`config.mk`:
```
export PLATFORM = sky130hd
export DESIGN_NAME = spi_rgbmatrix_driver
export DESIGN_NICKNAME = d
export VERILOG_FILES = /design/src/rtl/spi_rgbmatrix_pkg.sv /design/src/rtl/spi_frame_deserializer.sv /design/src/rtl/spi_rgbmatrix_driver.sv
export SDC_FILE = /design/constraint.sdc
export NUM_CORES = 1
export LEC_CHECK = 0
export CORE_MARGIN = 5
export CORE_UTILIZATION = 35
export CTS_CLUSTER_DIAMETER = 150
export DETAILED_ROUTE_END_ITERATION = 8
export HOLD_SLACK_MARGIN = 0.05
export PLACE_DENSITY = 0.64
export SYNTH_ARGS = -nofsm -noshare
export SYNTH_HDL_FRONTEND = slang
export SYNTH_SLANG_ARGS = --single-unit
```
`constraint.sdc`:
```
create_clock -name clk -period 3.8 [get_ports clk]
set_clock_uncertainty 0.05 [all_clocks]
set_input_delay 0.76 -clock clk [delete_from_list [all_inputs] [get_ports clk]]
set_output_delay 0.76 -clock clk [all_outputs]
set_load 0.05 [all_outputs]
```
`src/rtl/spi_rgbmatrix_pkg.sv`:
```
// Shared definitions for the serial-to-HUB75 panel driver.
//   - drv_state_t : panel sequence FSM states.
//   - frame_bits / row_flag_bit / latch_flag_bit / data_msb : frame layout
//     helpers, all derived from CHAN (RGB triplets per panel clock).
// Frame layout, in shift order (MSB first):
//   [FRAME_BITS-1] row flag, [FRAME_BITS-2] latch flag, [3*CHAN-1:0] data.
package spi_rgbmatrix_pkg;

    typedef enum logic [1:0] {
        IDLE  = 2'd0,
        SETUP = 2'd1,
        CLKHI = 2'd2,
        LATCH = 2'd3
    } drv_state_t;

    function automatic int frame_bits(input int chan);
        return 3 * chan + 2;
    endfunction

    function automatic int row_flag_bit(input int chan);
        return 3 * chan + 1;
    endfunction

    function automatic int latch_flag_bit(input int chan);
        return 3 * chan;
    endfunction

    function automatic int data_msb(input int chan);
        return 3 * chan - 1;
    endfunction

endpackage

```
`src/rtl/spi_frame_deserializer.sv`:
```
// Frame deserialiser for the panel driver.
// Shifts si in MSB first while cs_n is low and pulses frame_done for one
// cycle after the edge that samples the last bit of a frame; frame then
// holds the complete frame until the next cs_n-low bit is shifted in.
// Raising cs_n realigns framing to bit 0 and silently drops a partial frame.
// Ports:
//   clk, reset  : clock, asynchronous active-high reset
//   si, cs_n    : serial data and active-low frame select
//   frame       : last FRAME_BITS shifted bits (valid when frame_done = 1)
//   frame_done  : one-cycle pulse, complete frame available on frame
module spi_frame_deserializer
    import spi_rgbmatrix_pkg::*;
#(
    parameter  int CHAN       = 2,
    localparam int FRAME_BITS = frame_bits(CHAN)
) (
    input  logic                  clk,
    input  logic                  reset,
    input  logic                  si,
    input  logic                  cs_n,
    output logic [FRAME_BITS-1:0] frame,
    output logic                  frame_done
);

    localparam int              CNT_W    = $clog2(FRAME_BITS);
    localparam logic [CNT_W-1:0] LAST_BIT = CNT_W'(FRAME_BITS - 1);

    logic [FRAME_BITS-1:0] sr;
    logic [FRAME_BITS-1:0] sr_next;
    logic [CNT_W-1:0]      bit_cnt;

    assign sr_next = {sr[FRAME_BITS-2:0], si};

    // The shift register already contains the whole frame one cycle after
    // the last bit, which is exactly when frame_done is seen, so no separate
    // frame holding register is needed.
    assign frame = sr;

    always_ff @(posedge clk or posedge reset) begin
        if (reset) begin
            sr         <= '0;
            bit_cnt    <= '0;
            frame_done <= 1'b0;
        end else begin
            frame_done <= 1'b0;
            if (cs_n) begin
                bit_cnt <= '0;
            end else begin
                sr <= sr_next;
                if (bit_cnt == LAST_BIT) begin
                    bit_cnt    <= '0;
                    frame_done <= 1'b1;
                end else begin
                    bit_cnt <= bit_cnt + CNT_W'(1);
                end
            end
        end
    end

endmodule

```
`src/rtl/spi_rgbmatrix_driver.sv`:
```
// Serial-to-HUB75 panel driver.
// Each received frame loads rgbs, produces one clk_out pulse and, if the
// latch flag is set, a latch_out pulse with an oe_out blanking window and an
// optional row advance.
// Ports:
//   clk, reset : clock, asynchronous active-high reset
//   si, cs_n   : serial data (MSB first) and active-low frame select
//   rgbs       : panel colour data (3*CHAN bits)
//   row        : panel row address, resets to all ones
//   clk_out    : panel shift clock, one pulse per frame
//   latch_out  : panel latch strobe
//   oe_out     : panel output enable, active-low (1 = blanked)
module spi_rgbmatrix_driver
    import spi_rgbmatrix_pkg::*;
#(
    parameter int CHAN         = 2,
    parameter int ROW_BITS     = 4,
    parameter int BLANK_CYCLES = 4
) (
    input  logic                  clk,
    input  logic                  reset,
    input  logic                  si,
    input  logic                  cs_n,
    output logic [3*CHAN-1:0]     rgbs,
    output logic [ROW_BITS-1:0]   row,
    output logic                  clk_out,
    output logic                  latch_out,
    output logic                  oe_out
);

    localparam int FRAME_BITS = frame_bits(CHAN);
    localparam int ROW_FLAG   = row_flag_bit(CHAN);
    localparam int LATCH_FLAG = latch_flag_bit(CHAN);
    localparam int DATA_MSB   = data_msb(CHAN);
    localparam int BLANK_W    = $clog2(BLANK_CYCLES + 1);
    localparam logic [BLANK_W-1:0] BLANK_LOAD = BLANK_W'(BLANK_CYCLES);

    logic [FRAME_BITS-1:0] frame;
    logic                  frame_done;
    drv_state_t            state;
    logic                  row_flag;
    logic                  latch_flag;
    logic [BLANK_W-1:0]    blank_cnt;

    spi_frame_deserializer #(
        .CHAN (CHAN)
    ) u_deser (
        .clk        (clk),
        .reset      (reset),
        .si         (si),
        .cs_n       (cs_n),
        .frame      (frame),
        .frame_done (frame_done)
    );

    // Outputs are registered from the state being entered, so clk_out is
    // high exactly while in CLKHI and latch_out exactly while in LATCH.
    // rgbs is loaded on SETUP entry, giving one clk of setup before clk_out
    // rises and holding until the next frame's SETUP.
    always_ff @(posedge clk or posedge reset) begin
        if (reset) begin
            state      <= IDLE;
            rgbs       <= '0;
            row        <= '1;
            row_flag   <= 1'b0;
            latch_flag <= 1'b0;
            clk_out    <= 1'b0;
            latch_out  <= 1'b0;
            oe_out     <= 1'b1;
            blank_cnt  <= '0;
        end else begin
            clk_out   <= 1'b0;
            latch_out <= 1'b0;

            // Blanking holds while the counter is non-zero and for the one
            // cycle after it reaches zero; a LATCH entry below overrides this
            // and restarts the window.
            if (blank_cnt != '0) begin
                blank_cnt <= blank_cnt - BLANK_W'(1);
            end else begin
                oe_out <= 1'b0;
            end

            case (state)
                IDLE: begin
                    if (frame_done) begin
                        state      <= SETUP;
                        rgbs       <= frame[DATA_MSB:0];
                        row_flag   <= frame[ROW_FLAG];
                        latch_flag <= frame[LATCH_FLAG];
                    end
                end
                SETUP: begin
                    state   <= CLKHI;
                    clk_out <= 1'b1;
                end
                CLKHI: begin
                    if (latch_flag) begin
                        state     <= LATCH;
                        latch_out <= 1'b1;
                        oe_out    <= 1'b1;
                        blank_cnt <= BLANK_LOAD;
                        if (row_flag) begin
                            row <= row + ROW_BITS'(1);
                        end
                    end else begin
                        state <= IDLE;
                    end
                end
                LATCH: begin
                    state <= IDLE;
                end
                default: begin
                    state <= IDLE;
                end
            endcase
        end
    end

    // A frame takes at least 5 clks and the panel sequence at most 4, so a
    // frame can never complete while a sequence is still running.
    frame_done_only_in_idle: assert property (
        @(posedge clk) disable iff (reset) frame_done |-> (state == IDLE)
    );

endmodule

```
======== Yosys cells after proc, flatten, opt, wreduce, memory -nomap -nowiden ========
Index checks and enable logic that the tools add are counted.
word-level totals
  bits in registers ....................... 32
  bits in latches ......................... 0
  bits in writable memories ............... 0
  bits in read-only memories .............. 0
  output and inout bits ................... 13
  logic and storage cells ................. 40
  memories ................................ 0
operators by class
  $add $sub $neg .......................... 3
  $mul .................................... 0
  div/mod/pow operators ................... 0
  order comparisons ....................... 0
  eq/ne operators ......................... 5
  shift-type cells ........................ 0
  multiplexer cells ....................... 16
  bitwise operators ....................... 0
  reduce and logical (&&, ||, !) cells .... 4
operators with widths
  operator                                          number
  2-to-1 mux 3 bit                                  5
  2-to-1 mux 1 bit                                  8
  one-hot mux 2 bit (4 select lines)                1
  adder 4 x 1 -> 4 bit, second input constant       1
  == test 2 bit, second input constant              2
  2-to-1 mux 2 bit                                  2
  adder 3 x 1 -> 3 bit, second input constant       1
  == test 3 bit, second input constant              1
  AND reduction 3 bit                               1
  nonzero test 3 bit                                1
  subtractor 3 x 1 -> 3 bit, second input constant  1
  == test 2 x 1 -> 1 bit, second input constant     1
  logical NOT 2 bit                                 1
  != test 2 x 1 -> 1 bit, second input constant     1
  AND reduction 2 bit                               1

======== Logic depth before layout (Yosys ltp) ========
Gate-level depths: netlist of the first run.
  depth in word-level cells ............... 4
  depth in mapped cells ................... 6
  depth with buffers taken out ............ 6

======== Cells and area by module ========
A second synthesis of the first run with hierarchy kept.
second synthesis, totals
  cell total of the unflattened synthesis .. 87
  area total of the unflattened synthesis .. 1,322.5 um2
modules (own cells, without submodules)
  module                  instances  cells an instance  area each (um2)  seq. area each (um2)
  spi_rgbmatrix_driver    1          59                 838.3            506.7
  spi_frame_deserializer  1          28                 484.2            300.3

======== Worst setup path before layout of the first run ========
No wires, ideal clock.
  path kind ............................... reg2out
  start ................................... register row[0]
  end ..................................... output row[0]
  arrival time ............................ 687 ps
  required time ........................... 2,990 ps
  slack ................................... 2,303 ps
  cell stages (with the launch flop) ...... 1
  path through ............................ dfstp_2
RTL lines
  item                      line                         source
  start: declaration        spi_rgbmatrix_driver.sv:25   output logic [ROW_BITS-1:0] row,
  start signal: assignment  spi_rgbmatrix_driver.sv:104  row <= row + ROW_BITS'(1);
No word-level cell between the ends.

======== Worst setup path after layout of the first run ========
  start ................................... register row[0]
  end ..................................... output row[0]
No word-level cell between the ends.

==> results of run 1 <==
==> path summary, 6_finish.rpt <==
kind,to,slack (ns),cells after the start
worst max-delay path,row[0],1.29,1
worst min-delay path,u_deser.bit_cnt[0],0.40,1
worst max register to register,rgbs[0],2.35,2
min in group asynchronous,u_deser.frame_done,0.95,2
max in group asynchronous,row[0],2.01,3
worst min register to register,u_deser.bit_cnt[0],0.40,1
==> flip-flops by register name, summed over array words and instances, names as in the netlist <==
register and count:
blank_cnt 3, clk_out 1, latch_flag 1, latch_out 1, oe_out 1, rgbs 6
row 4, row_flag 1, state 2, u_deser.bit_cnt 3, u_deser.frame 8, u_deser.frame_done 1
==> power groups by stage <==
stage	Clock, mW	Combinational (mW)	Sequential (mW)
finish	0.285	0.134	0.413
detailed placement	0	0.136	0.420
global placement	0	0.131	0.417
CTS	0.296	0.137	0.414
floorplan	0	0.0843	0.432
global route	0.315	0.153	0.419
==> cells in the final DEF, fill, tap and decap left out, drive strengths merged, types with 2 or more instances in the layout <==
cell / n
dfstp: 5
clkbuf: 7
inv: 7
dfrtp: 27
or2b: 2
clkdlybuf4s50: 16
mux2: 17
nor2: 3
nor2b: 3
ha: 6
xnor2: 3
nand3: 2
==> per-layer routing <==
layer / global-route usage / part of all wire / up-vias / wire (µm)
met2: 0.1268 / 0.44 / 20 / 874
met1: 0.1145 / 0.46 / 338 / 913
li1: - / - / 328 / -
met4: 0.03830 / 0.016 / 0 / 31
met5: 0 / 0 / - / 0
met3: 0.05468 / 0.074 / 4 / 146
==> metrics by stage <==
stage | power, mW | cell area [µm²] | instances
2_1_floorplan | 0.5160 | 1272 | 86
5_1_grt | 0.8875 | 1590 | 158
4_1_cts | 0.8473 | 1590 | 158
3_3_place_gp | 0.5475 | 1495 | 150
6_report | 0.8314 | 1590 | 158
3_5_place_dp | 0.5564 | 1495 | 150
==> kinds of logic (layout without fill, tap and decap cells) <==
family	Yosys count	in the layout	synth area share
xor gates and xnor gates	4	4	0.02754
and+or+nand+nor	17	17	0.09342
buffers and inverters	8	32	0.02457
muxes	17	17	0.1534
adders and majority gates	6	6	0.05900
DFF	32	32	0.6342
AOI/OAI and AO/OA	2	2	0.007859
==> final cells by class <==
class / count / area, µm²
fillers: 335 / 1988
flip-flops and latches: 32 / 807.0
clock buffers: 7 / 65.06
repair buffers: 17 / 167.7
inverters: 7 / 26.28
well taps: 48 / 60.06
clock inverters: 1 / 30.03
multi-input cells: 46 / 434.2
==> results.sh, run 1 <==
export IMPL_clk_pin_slew_ns=0.09
export IMPL_fin_crit_sh=0.6601
export IMPL_area_growth_pct=24.98
export IMPL_routed_wl_um=1966
export IMPL_swShare=0.2506
export IMPL_maxCapViolations=0
export IMPL_numCtsBuffers=5
export IMPL_die_area_um2=4941
export IMPL_setup_viol=0
export IMPL_synth_cell_types=23
export IMPL_ys_warn_count=0
export IMPL_synth_ff_type="dfrtp_1"
export IMPL_pwr_share_clk=0.342
export IMPL_path_cells="clkdlybuf4s50_1"
export IMPL_netlist_instances=86
export IMPL_async_flop_share=1.000
export IMPL_rows=22
export IMPL_overflow=0
export IMPL_ctsHoldBuffers=0
export IMPL_syn_nets=96
export IMPL_synth_edf_count=0
export IMPL_fmax_ghz=0.3986
export IMPL_seqPwrFrac=0.497
export IMPL_grt_max_degree=30
export IMPL_die_h_um=70.30
export IMPL_final_util=0.4444
export IMPL_cp_end_kind="output pin"
export IMPL_critical_path_buf_inv_count=1
export IMPL_worstPathRequired_ns=2.99
export IMPL_hold_class="reg -> reg"
export IMPL_min_period_ns=2.508
export IMPL_crit_family="buffers and inverters"
export IMPL_place_ws_ns=1.583
export IMPL_cts_sinks=32
export IMPL_htreeDepth=2
export IMPL_num_antenna_cells=0
export IMPL_cpMaxStageDelayCell="clkdlybuf4s50_1"
export IMPL_power_density_nw_per_um2=522.8
export IMPL_vias=690
export IMPL_place_port_buffers=16
export IMPL_path_max_fanout=4
export IMPL_wl_per_cell_um=12.44
export IMPL_finalHoldViolCount=0
export IMPL_synth_top_area_cell="dfrtp_1"
export IMPL_p_int_mw=0.6230
export IMPL_leakagePower_nw=0.7691
export IMPL_track_usage=0.09165
export IMPL_rsz0062_at_grt="no"
export IMPL_synthTopCellsByCount="27 x dfrtp_1, 16 x mux2_2, 6 x ha_1, 6 x inv_1, 5 x dfstp_2"
export IMPL_postCtsSetupRepairBufs=0
export IMPL_finalHoldWorstSlack_ns=0.4036
export IMPL_clock_path_buffers=2
export IMPL_tightest_slew_ns=1.071
export IMPL_drc=0
export IMPL_start_kind="flop"
export IMPL_min_from="u_deser.bit_cnt[0]"
export IMPL_vdd_drop_max_uv=277.4
export IMPL_core_area_um2=3578
export IMPL_ys_ff_latch=32
export IMPL_antenna_found_initial=0
export IMPL_outcome="complete, no violations"
export IMPL_grt_pass1_vias=716
export IMPL_critPathMaxStageDelay_ns=0.81
export IMPL_cts_tree="yes"
export IMPL_worst_skew_pair_late_latency_ns=0.32
export IMPL_gp_congestion=0.6958
export IMPL_die_x_um=70.30
export IMPL_syn_area_um2=1272
export IMPL_final_setup_worst_slack_ns=1.292
export IMPL_drtPass1Iterations=2
export IMPL_comb_power_share=0.161
export IMPL_yosys_top_cells_area="dfrtp_1 53%, mux2_2 14%, dfstp_2 10%"
export IMPL_power_switching_mw=0.2083
export IMPL_crit_type="reg -> out"
export IMPL_hpwl_um=1393
export IMPL_yosysMostFrequentCell="dfrtp_1"
export IMPL_worst_endpoint_arrival_ns=1.70
export IMPL_vias_per_cell=4.367
export IMPL_yosysSeqAreaShare=0.6342
export IMPL_io_pins=17
export IMPL_yosysTopAreaCellShare=0.5310
export IMPL_start_util=0.3556
export IMPL_cts_resized=0
export IMPL_fin_tns_setup_ns=0
export IMPL_postRouteAntennaNets=0
export IMPL_syn_avg_cell_area_um2=14.80
export IMPL_clockRootBuffer="clkbuf_4"
export IMPL_layout_drive_gt1_share=0.3273
export IMPL_max_slew_margin=0.2849
export IMPL_worstSetupStartpoint="row[0]"
export IMPL_rr_startpoint="state[0]"
export IMPL_first_iter_violations=14
export IMPL_grt_pass1_wl_um=3491
export IMPL_nNetsFinal=119
export IMPL_drv_slew=0
(Power assumes the default switching activity.)
==> run 2, diff against run 1 <==
==> constraint.sdc (replaced) <==
create_clock -name clk -period 2.51 [get_ports clk]
set_clock_uncertainty 0.05 [all_clocks]
set_input_delay 0.502 -clock clk [delete_from_list [all_inputs] [get_ports clk]]
set_output_delay 0.502 -clock clk [all_outputs]
set_load 0.05 [all_outputs]
==> run 2 against run 1 <==
Combinational power grew 52%; design area fell by 1.7%; power up 39%; flip-flop and latch count unchanged; core utilization fell by 0.73 points; sequential share of layout area rose by 0.85 points; sequential power rose by 51%; critical path type unchanged.
==> results.sh, run 2 (synthesized netlist as in run 1, its figures left out) <==
export IMPL_crit_type="reg -> out"
export IMPL_worstSetupStartpoint="row[0]"
export IMPL_cp_end_kind="output pin"
export IMPL_vias=706
export IMPL_numCtsBuffers=5
export IMPL_worstPathRequired_ns=1.96
export IMPL_overflow=0
export IMPL_core_area_um2=3578
export IMPL_largest_reg_flops=8
export IMPL_finalHoldWorstSlack_ns=0.3975
export IMPL_cts_resized=0
export IMPL_drv_slew=0
export IMPL_crit_family="buffers and inverters"
export IMPL_leakagePower_nw=0.7562
export IMPL_instances_no_fill=158
export IMPL_place_port_buffers=16
export IMPL_min_from="u_deser.bit_cnt[0]"
export IMPL_first_iter_violations=21
export IMPL_r2r_end="latch_flag"
export IMPL_mostFrequentLayoutCells="27 x dfrtp_1, 16 x mux2_2, 16 x clkdlybuf4s50_1, 6 x inv_1, 6 x ha_1"
export IMPL_place_area_um2=1495
export IMPL_swShare=0.2698
export IMPL_gp_congestion=0.6820
export IMPL_seqPwrFrac=0.540
export IMPL_path_cells="clkdlybuf4s50_1"
export IMPL_p_int_mw=0.8442
export IMPL_vdd_drop_max_uv=362.0
export IMPL_finalHoldViolCount=0
export IMPL_num_antenna_cells=0
export IMPL_start_kind="flop"
export IMPL_worst_skew_pair_late_latency_ns=0.33
export IMPL_routed_wl_um=1920
export IMPL_layout_drive_gt1_share=0.3182
export IMPL_fin_area_um2=1564
export IMPL_io_pins=17
export IMPL_die_x_um=70.30
export IMPL_r2r_cells=2
export IMPL_comb_power_share=0.177
export IMPL_tightest_slew_ns=0.5215
export IMPL_fmax_ghz=0.4453
export IMPL_clk_pin_slew_ns=0.09
export IMPL_rrSetupSlack_ns=1.05
export IMPL_drtPass1Iterations=2
export IMPL_critical_path_buf_inv_count=1
export IMPL_die_area_um2=4941
export IMPL_rows=22
export IMPL_total_power_mw=1.156
export IMPL_nNetsFinal=119
export IMPL_pwr_share_clk=0.283
export IMPL_power_density_nw_per_um2=739.2
export IMPL_min_period_ns=2.246
export IMPL_power_switching_mw=0.3119
export IMPL_hold_end="u_deser.bit_cnt[0]"
export IMPL_path_max_fanout=4
export IMPL_cpMaxStageDelayCell="clkdlybuf4s50_1"
export IMPL_cts_sinks=32
export IMPL_drc=0
export IMPL_vias_per_cell=4.468
export IMPL_clock_path_buffers=2
export IMPL_worstHoldPathCells=1
export IMPL_postCtsSetupRepairBufs=0
export IMPL_cts_tree="yes"
export IMPL_clockRootBuffer="clkbuf_4"
export IMPL_start_util=0.3556
export IMPL_maxCapViolations=0
export IMPL_critPathMaxStageDelay_ns=0.80
export IMPL_htreeDepth=2
export IMPL_ctsHoldBuffers=0
export IMPL_wl_per_cell_um=12.15
export IMPL_worst_endpoint_arrival_ns=1.69
export IMPL_antenna_found_initial=0
export IMPL_final_common_cell="dfrtp_1"
export IMPL_die_h_um=70.30
export IMPL_setup_viol=0
export IMPL_max_slew_margin=0.6520
export IMPL_fin_tns_setup_ns=0
export IMPL_grt_max_degree=33
export IMPL_grt_pass1_vias=787
export IMPL_hold_class="reg -> reg"
export IMPL_outcome="complete, no violations"
export IMPL_area_growth_pct=22.91
export IMPL_track_usage=0.09061
export IMPL_hpwl_um=1316
export IMPL_postRouteAntennaNets=0
export IMPL_rr_startpoint="state[0]"
export IMPL_fin_crit_sh=0.8948
export IMPL_dp_cells=150
export IMPL_rsz0062_at_grt="no"
export IMPL_grt_pass1_wl_um=3387
## run 2: cell types whose count changed in the layout (fill, tap and decap cells not counted)
cell and delta:
bufinv_16 -1, clkbuf_1 +1
## run 2: per-stage QoR
stage | worst slack, ns | util
6_report | 0.2641 | 0.4371
5_1_grt | 0.2104 | 0.4371
4_1_cts | 0.2393 | 0.4371
3_5_place_dp | 0.6164 | 0.4178
3_3_place_gp | 0.6223 | 0.4178
2_1_floorplan | 1.150 | -
## run 2: area by class of cell
class | count | area [µm²]
sequential | 32 | 807.0
multi-input combinational | 46 | 434.2
fill | 360 | 2014
clock buffer | 8 | 68.82
inverter | 7 | 26.28
tap | 48 | 60.06
timing repair buffer | 17 | 167.7
## run 2: worst max-delay path by stage
stage,end,slack (ns),depth (start not counted)
floorplan,row[1],1.15,2
global placement,row[0],0.62,1
detailed placement,row[0],0.62,1
CTS,row[0],0.24,1
global route,row[0],0.21,1
finish,row[0],0.26,1
## run 2: metal layers
metal / wire, µm / global-route usage / share of wire
met1: 866 / 0.09774 / 0.45
met2: 901 / 0.1445 / 0.47
met3: 97 / 0.03453 / 0.051
met4: 54 / 0.06383 / 0.028
met5: 0 / 0 / 0
## run 2: power groups by stage
stage / clock [mW] / sequential [mW] / combinational [mW]
finish: 0.328 / 0.624 / 0.204
detailed placement: 0 / 0.636 / 0.207
floorplan: 0 / 0.654 / 0.128
global placement: 0 / 0.632 / 0.197
global route: 0.370 / 0.634 / 0.231
CTS: 0.344 / 0.625 / 0.209
